$ cat config.mk
export PLATFORM = sky130hd
export DESIGN_NAME = frame_packer_param
export DESIGN_NICKNAME = d
export VERILOG_FILES = /design/src/rtl/frame_packer_param.sv
export SDC_FILE = /design/constraint.sdc
export NUM_CORES = 1
export LEC_CHECK = 0
export CAP_MARGIN = 5
export CELL_PAD_IN_SITES_DETAIL_PLACEMENT = 0
export CELL_PAD_IN_SITES_GLOBAL_PLACEMENT = 1
export CORE_AREA = 3 3 144 146
export CTS_BUF_LIST = sky130_fd_sc_hd__clkbuf_8 sky130_fd_sc_hd__clkbuf_16
export DETAILED_ROUTE_END_ITERATION = 7
export DIE_AREA = 0 0 147 149
export DONT_BUFFER_PORTS = 1
export PLACE_DENSITY = 0.77
export SETUP_SLACK_MARGIN = 0.1
export SLEW_MARGIN = 20
export SYNTH_ARGS = -nofsm -noshare
export SYNTH_HDL_FRONTEND = slang
export SYNTH_SLANG_ARGS = --single-unit
$ cat constraint.sdc
create_clock -name clk_sys -period 3.4 [get_ports clk_sys]
set_clock_uncertainty 0.2 [all_clocks]
set_input_delay 0.51 -clock clk_sys [delete_from_list [all_inputs] [get_ports clk_sys]]
set_output_delay 0.51 -clock clk_sys [all_outputs]
set_load 0.1 [all_outputs]
$ cat src/rtl/frame_packer_param.sv
// Parametrised serialising frame packer: FIFO-buffered words wrapped as SYNC|COUNT|DATA|CRC8 and
// streamed MSB-first over a bit-level valid/ready link.
module frame_packer_param #(
  parameter int unsigned       DATA_W     = 32,
  parameter int unsigned       FIFO_DEPTH = 4,
  parameter int unsigned       SYNC_W     = 8,
  parameter logic [SYNC_W-1:0] SYNC_WORD  = 8'hA5,
  parameter bit                CRC_EN     = 1'b1,
  localparam int unsigned      LVL_W      = $clog2(FIFO_DEPTH) + 1
) (
  input  logic              clk_sys,
  input  logic              rst_n,
  input  logic [DATA_W-1:0] din,
  input  logic              din_valid,
  output logic              din_ready,
  output logic              tx_bit,
  output logic              tx_bit_valid,
  input  logic              tx_bit_ready,
  output logic [7:0]        frame_count,
  output logic [LVL_W-1:0]  fifo_level,
  output logic              overflow
);

  localparam int unsigned FRAME_W = SYNC_W + 8 + DATA_W + (CRC_EN ? 8 : 0);
  localparam int unsigned PTR_W   = $clog2(FIFO_DEPTH);
  localparam int unsigned CNT_W   = 7;

  typedef enum logic [2:0] {StIdle, StSync, StHdr, StData, StCrc} state_e;

  logic [DATA_W-1:0]  mem_q [FIFO_DEPTH];
  logic [PTR_W-1:0]   wr_ptr_q, rd_ptr_q;
  logic [LVL_W-1:0]   level_q;
  logic               overflow_q;

  state_e             state_q;
  logic [FRAME_W-1:0] sh_q, load_frame;
  logic [CNT_W-1:0]   cnt_q, field_last;
  logic [7:0]         crc_q, crc_nxt, fc_q, fc_inc, load_cnt;
  logic               valid_q;

  logic push, pop, fifo_empty, hs, field_end, frame_end, crc_fb;

  always_comb begin
    din_ready  = (level_q != LVL_W'(FIFO_DEPTH));
    fifo_empty = (level_q == '0);
    push       = din_valid && din_ready;
    hs         = valid_q && tx_bit_ready;

    case (state_q)
      StSync:  field_last = CNT_W'(SYNC_W - 1);
      StData:  field_last = CNT_W'(DATA_W - 1);
      default: field_last = CNT_W'(7);
    endcase
    field_end = hs && (cnt_q == field_last);
    frame_end = field_end && (CRC_EN ? (state_q == StCrc) : (state_q == StData));
    // Zero-gap streaming: the next word is popped on the last handshake of the current frame.
    pop       = !fifo_empty && ((state_q == StIdle) || frame_end);

    crc_fb  = crc_q[7] ^ sh_q[FRAME_W-1];
    crc_nxt = {crc_q[6:0], 1'b0} ^ (crc_fb ? 8'h07 : 8'h00);

    fc_inc   = fc_q + 8'd1;
    load_cnt = (state_q == StIdle) ? fc_q : fc_inc;

    load_frame = '0;
    load_frame[FRAME_W-1 -: SYNC_W]        = SYNC_WORD;
    load_frame[FRAME_W-SYNC_W-1 -: 8]      = load_cnt;
    load_frame[FRAME_W-SYNC_W-9 -: DATA_W] = mem_q[rd_ptr_q];
  end

  always_ff @(posedge clk_sys) begin
    if (push) mem_q[wr_ptr_q] <= din;
  end

  always_ff @(posedge clk_sys or negedge rst_n) begin
    if (!rst_n) begin
      wr_ptr_q   <= '0;
      rd_ptr_q   <= '0;
      level_q    <= '0;
      overflow_q <= 1'b0;
    end else begin
      if (push) wr_ptr_q <= wr_ptr_q + 1'b1;
      if (pop)  rd_ptr_q <= rd_ptr_q + 1'b1;
      if (push && !pop)      level_q <= level_q + 1'b1;
      else if (!push && pop) level_q <= level_q - 1'b1;
      if (din_valid && !din_ready) overflow_q <= 1'b1;
    end
  end

  always_ff @(posedge clk_sys or negedge rst_n) begin
    if (!rst_n) begin
      state_q <= StIdle;
      sh_q    <= '0;
      cnt_q   <= '0;
      crc_q   <= '0;
      fc_q    <= '0;
      valid_q <= 1'b0;
    end else begin
      case (state_q)
        StIdle: begin
          if (pop) begin
            sh_q    <= load_frame;
            cnt_q   <= '0;
            crc_q   <= '0;
            state_q <= StSync;
            valid_q <= 1'b1;
          end
        end
        default: begin
          if (hs) begin
            sh_q  <= {sh_q[FRAME_W-2:0], 1'b0};
            cnt_q <= field_end ? '0 : cnt_q + 1'b1;
            if (state_q == StHdr || state_q == StData) crc_q <= crc_nxt;
            if (frame_end) begin
              fc_q <= fc_inc;
              if (pop) begin
                sh_q    <= load_frame;
                crc_q   <= '0;
                state_q <= StSync;
              end else begin
                state_q <= StIdle;
                valid_q <= 1'b0;
              end
            end else if (field_end) begin
              case (state_q)
                StSync: state_q <= StHdr;
                StHdr:  state_q <= StData;
                StData: begin
                  // CRC includes the data bit accepted this cycle.
                  state_q <= StCrc;
                  sh_q    <= {crc_nxt, {(FRAME_W - 8){1'b0}}};
                end
                default: state_q <= StIdle;
              endcase
            end
          end
        end
      endcase
    end
  end

  assign tx_bit       = sh_q[FRAME_W-1];
  assign tx_bit_valid = valid_q;
  assign frame_count  = fc_q;
  assign fifo_level   = level_q;
  assign overflow     = overflow_q;

endmodule

### Yosys cells after proc, flatten, opt, wreduce, memory -nomap -nowiden

Memory sizes are Yosys's and may differ from the RTL's.
Cells that the tools add are included.

| operators by class | value |
|---|---|
| add/subtract/negate cells | 6 |
| equality and inequality tests | 8 |
| mux-type cells | 36 |
| bitwise operators | 3 |
| reductions and logical operators | 24 |

Operators by type and width:

| operator | number |
|---|---|
| 2-to-1 mux 56 bit | 7 |
| 2-to-1 mux 8 bit | 7 |
| 2-to-1 mux 7 bit | 4 |
| 2-to-1 mux 3 bit | 8 |
| one-hot mux 3 bit (3 select lines) | 1 |
| adder 8 x 1 -> 8 bit (second input constant) | 1 |
| logical AND 1 bit | 8 |
| 2-to-1 mux 1 bit | 8 |
| XOR 8 x 3 -> 8 bit | 1 |
| adder 7 x 1 -> 7 bit (second input constant) | 1 |
| == test 7 bit | 1 |
| == test 3 x 2 -> 1 bit (second input constant) | 2 |
| zero test 3 bit | 2 |
| AND reduction 3 bit | 2 |
| nonzero test 2 bit | 3 |
| 2-to-1 mux 5 bit | 1 |
| adder 2 x 1 -> 2 bit (second input constant) | 2 |
| zero test 1 bit | 4 |
| AND reduction 4 bit | 1 |
| adder 3 x 1 -> 3 bit (second input constant) | 1 |
| == test 3 x 1 -> 1 bit (second input constant) | 1 |
| == test 3 bit (second input constant) | 1 |
| inequality test 3 bit (second input constant) | 1 |
| nonzero test 3 bit | 1 |
| other kinds (7) | 8 |

| word-level totals | value |
|---|---|
| flip-flop bits (word level) | 91 |
| bits in writable memories | 128 |
| input bits | 36 |
| output and inout port bits | 15 |
| logic and storage cells | 88 |
| memories kept | 1 |

Memories:

| memory | depth | width | rd ports | clocked after memory_dff | write ports | line | text |
|---|---|---|---|---|---|---|---|
| mem_q | 4 | 32 | 1 | 0 | 1 | 30 | `logic [DATA_W-1:0] mem_q [FIFO_DEPTH];` |

### Longest topological paths before layout

| depth | value |
|---|---|
| depth in word-level cells | 11 |
| mapped depth | 11 |
| gate-level depth less buffers | 11 |

### Least setup slack after synthesis

OpenSTA, ideal clock, no wires.

| path | value |
|---|---|
| path kind | register to register |
| start point | register level_q[2], in the netlist fifo_level[2] |
| end point | register level_q[1], in the netlist fifo_level[1] |
| library setup time | 0.126 ns |
| arrival | 3.266 ns |
| required time | 3.074 ns |
| path slack | -0.192 ns |
| stages on the path, launching flop included | 7 |
| path buffers | 0 |
| period minus slack after synthesis | 3.592 ns |
| cells stage by stage | dfrtp_1 -> nand2_1 -> and2_0 -> ha_1 -> inv_1 -> fa_1 -> mux2_2 |

| between the ends | value |
|---|---|
| elaborated cells on any way between the ends | 11 |
| those cells by class | 1 x eq/ne; 1 x mux; 9 x reduce/logical |

RTL lines:

| element | line | text |
|---|---|---|
| from (decl) | 32 | `logic [LVL_W-1:0] level_q;` |
| from (signal assigned) | 84 | `if (push && !pop) level_q <= level_q + 1'b1;` |
| from (signal assigned) | 85 | `else if (!push && pop) level_q <= level_q - 1'b1;` |
| inequality test 3 bit (*) | 44 | `din_ready = (level_q != LVL_W'(FIFO_DEPTH));` |
| named net din_ready | 15 | `output logic din_ready,` |
| logical AND 1 bit (*) | 46 | `push = din_valid && din_ready;` |
| named net push | 41 | `logic push, pop, fifo_empty, hs, field_end, frame_end, crc_fb;` |
| zero test 1 bit | 85 |  |
| logical AND 1 bit | 85 |  |
| nonzero test 2 bit (no source line) | - |  |

Mark *: on every way through the listed nets, which the timed path passes. The rest lies on a longest branch.
A chain may end at the register's enable or synchronous reset.

### Worst setup path in the final report

| path | value |
|---|---|
| start point | register level_q[0], in the netlist fifo_level[0] |
| end point | register level_q[2], in the netlist fifo_level[2] |

| between the ends | value |
|---|---|
| word-level cells in the longest chain between the ends | 6 |
| elaborated cells on any way between the ends | 14 |
| those cells by class | 2 x add/sub; 1 x eq/ne; 2 x mux; 9 x reduce/logical |

RTL lines:

| element |
|---|
| parallel branches: the longest is 6 deep, another holds subtractor 3 x 1 -> 3 bit |

Several ways; the timed one is not identified. The select of a mux whose other input is x is not followed.

==> impl_metrics.yaml <==
hold_path:
  worstHoldPathType: "in2reg"
  hp-start: "din_valid"
yosys:
  ys_types: 60
  syn_avg_cell_area_sq_um: 15.7
  synth_edf_count: 128
  synth_area_leaders: "edfxtp_1 44%, dfrtp_1 24%, mux4_2 8.2%, nand2_1 2.6%, a221o_1 2.5%"
  netlist_instances: 561
  yosysTopAreaCellShare: 0.438
  seq_area_frac_synth: 0.674
  yosysMostFrequentCell: "edfxtp_1"
  ys_ff_latch: 211
  yosys.area.top_type: "edfxtp_1"
  ys_top_cells_by_count: "128 x edfxtp_1, 83 x dfrtp_1, 60 x nand2_1, 32 x mux4_2, 26 x nor2_1"
  synth_nets: 605
  synthFlopType: "edfxtp_1"
  mappedNetlistArea_sq_um: 8780
  yosysWarnings: 0
  async_flop_share: 0.393
floorplan:
  core_sq_um: 19500
  initial_core_util: 0.450
  die_h_microns: 149
  die_area_sq_um: 21900
  rows: 51
  die_width_microns: 147
  ioPinCount: 51
cts:
  htree_levels: 1
  cts_setup_buffers: 0
  clk_pin_slew_ns: 0.06
  numCtsBuffers: 22
  cts_root_buffer: "clkbuf_16"
  max-clock-path-buffers: 3
  tritoncts: "yes"
  cts.sinks: 211
  worstSkewPairLatency_ns: 0.50
placement:
  port_buffers: 0
  hpwlAfterDp_mm: 10.1
  place_ws_ns: 0.727
  placedCellCount: 823
  gp_congestion: 0.797
worst_setup_path:
  worstSetupStartpointType: "flip-flop"
  reg2reg_from: "fifo_level[0]"
  crit_path_max_fanout: 7
  worstPathRequired_ns: 3.62
  critical_path_class: "reg2reg"
  arrival_ns: 2.91
  critPathCaptureType: "flip-flop"
  crit_start: "fifo_level[0]"
timing:
  setup_viol: 0
  hold_viol_final: 0
  fin_setup_tns_ns: 0
  rsz0062_at_grt: "no"
  finalCriticalPeriod_ns: 2.68
  clock.fmax_ghz: 0.373
  setup_ws_ns: 0.716
  slew_headroom: 0.315
  period_share: 0.789
  drv_slew: 0
  worstMarginPinSlew_ns: 1.03
global_route:
  grt_pass1_wl_mm: 27.8
  grt_max_degree: 84
  grt-ovfl-total: 0
  antenna_found_initial: 0
  grt_pass1_vias: 5274
  groute.usage.overall: 0.157
detailed_routing:
  wirelength_mm: 17.1
  wl_met2_mm: 8.81
  highest_layer: "met4"
  m1WireLength_mm: 6.98
  via_per_inst: 5.47
  dr_wl_met3_microns: 939
  ant_nets: 0
  firstDrtPassIters: 4
  drcViolationCount: 0
  drtIter0Drc: 293
  routedWlPerCell_microns: 19.0
  route.vias.total: 4916
final_layout:
  drive_above_1_share: 0.179
  fin_cells: 898
  antenna_cells: 0
  syn2layout_area_growth_pct: 16.4
  nets: 661
power:
  p_leak_nw: 3.89
  ir_drop_mv: 0.491
  power_density_nw_per_um2: 847
flow_run:
  cap_violations: 0
outcome:
  status: "finished, final reports clean"
==> critical path, stage by stage, from the launching register on <==
cell and delay, ns:
dfrtp_1 0.45, or3_1 0.51, nand2_2 0.18, o21ai_2 0.08
inv_1 0.13, ha_1 0.20, inv_1 0.06, fa_1 0.37
xor2_1 0.17, nor2_1 0.11, xor2_1 0.15
==> path summary, 6_finish.rpt <==
check | endpoint | slack [ns] | depth (start not counted)
setup / recovery | fifo_level[2] | 0.72 | 10
hold / removal | wr_ptr_q[0] | 0.19 | 2
setup reg to reg | fifo_level[2] | 0.72 | 10
hold reg to reg | sh_q[14] | 0.27 | 2
max in group asynchronous | rd_ptr_q[0] | 2.27 | 2
min in group asynchronous | sh_q[46] | 0.37 | 2
==> sequential cells by signal (all words and copies together) (netlist names), 2 cells and up <==
signal       count
cnt_q            7
crc_q            8
fifo_level       3
frame_count      8
mem_q          128
rd_ptr_q         2
sh_q            48
state_q          3
wr_ptr_q         2
==> per-layer routing <==
metal,up-vias,GRT usage
met2,110,0.279
met3,33,0.0273
met5,-,0
met1,2511,0.200
li1,2262,-
met4,0,0.0424
==> timing repair <==
item / in CTS / in global routing
hold buffers: 35 / 0
setup endpoints to repair: 0 / 0
endpoints found under the hold margin: 212 / 0
resized for setup: 0 / 0
==> cell families after synthesis <==
family                     count (synthesis)  share of synthesized area
DFF                                      211                      0.674
and+or+nand+nor                          149                     0.0912
AOI/OAI and AO/OA                         93                     0.0818
buffers and inverters                     37                     0.0265
muxes                                     37                     0.0883
xor gates and xnor gates                  26                     0.0259
adders and majority gates                  8                     0.0123
==> cell type report <==
type	instances	area, sq um
Timing Repair Buffer	61	588
Tap cell	265	332
Clock inverter	16	128
Multi-Input combinational cell	313	2630
Clock buffer	24	589
Sequential cell	211	5920
Inverter	8	30.0
Fill cell	1603	9310
==> per-stage QoR <==
step	utilization	power (mW)	hold WS (ns)	area (sq um)
final	0.523	8.66	0.194	10200
after global routing	0.523	9.13	0.199	10200
after CTS	0.523	8.75	0.183	10200
after detailed placement	0.468	6.30	0.0178	9140
after global placement	0.468	6.20	0.0172	9140
after floorplan	-	5.72	0.0144	8790
==> cell usage in the layout (no fill, tap or decap), types with 3 or more instances in the layout <==
master,synthesis,routed
ha_1,7,7
a221o_1,22,22
nand2_1,60,59
a32oi_1,10,10
a22oi_1,12,12
or3_1,4,4
mux2_2,4,4
and2_1,22,22
nand3_1,5,5
clkinv_2,0,6
xor2_1,11,11
dlygate4sd3_1,0,34
o21ai_0,16,16
nor2_1,26,26
and3_1,5,5
xnor2_1,15,15
mux4_2,32,32
nor3_1,4,4
a21oi_1,11,11
buf_4,7,24
inv_1,8,12
dfrtp_1,83,82
a21o_1,3,3
o21ai_2,3,3
clkbuf_16,0,23
edfxtp_1,128,128
==> where the power goes <==
part | internal (mW) | switching, mW | total, mW | leakage (nW)
Clock | 1.40 | 0.958 | 2.36 | 0.367
Combinational | 1.07 | 1.32 | 2.39 | 1.30
Sequential | 3.44 | 0.471 | 3.91 | 2.23
No activity file was read; power rests on OpenSTA's default activity.
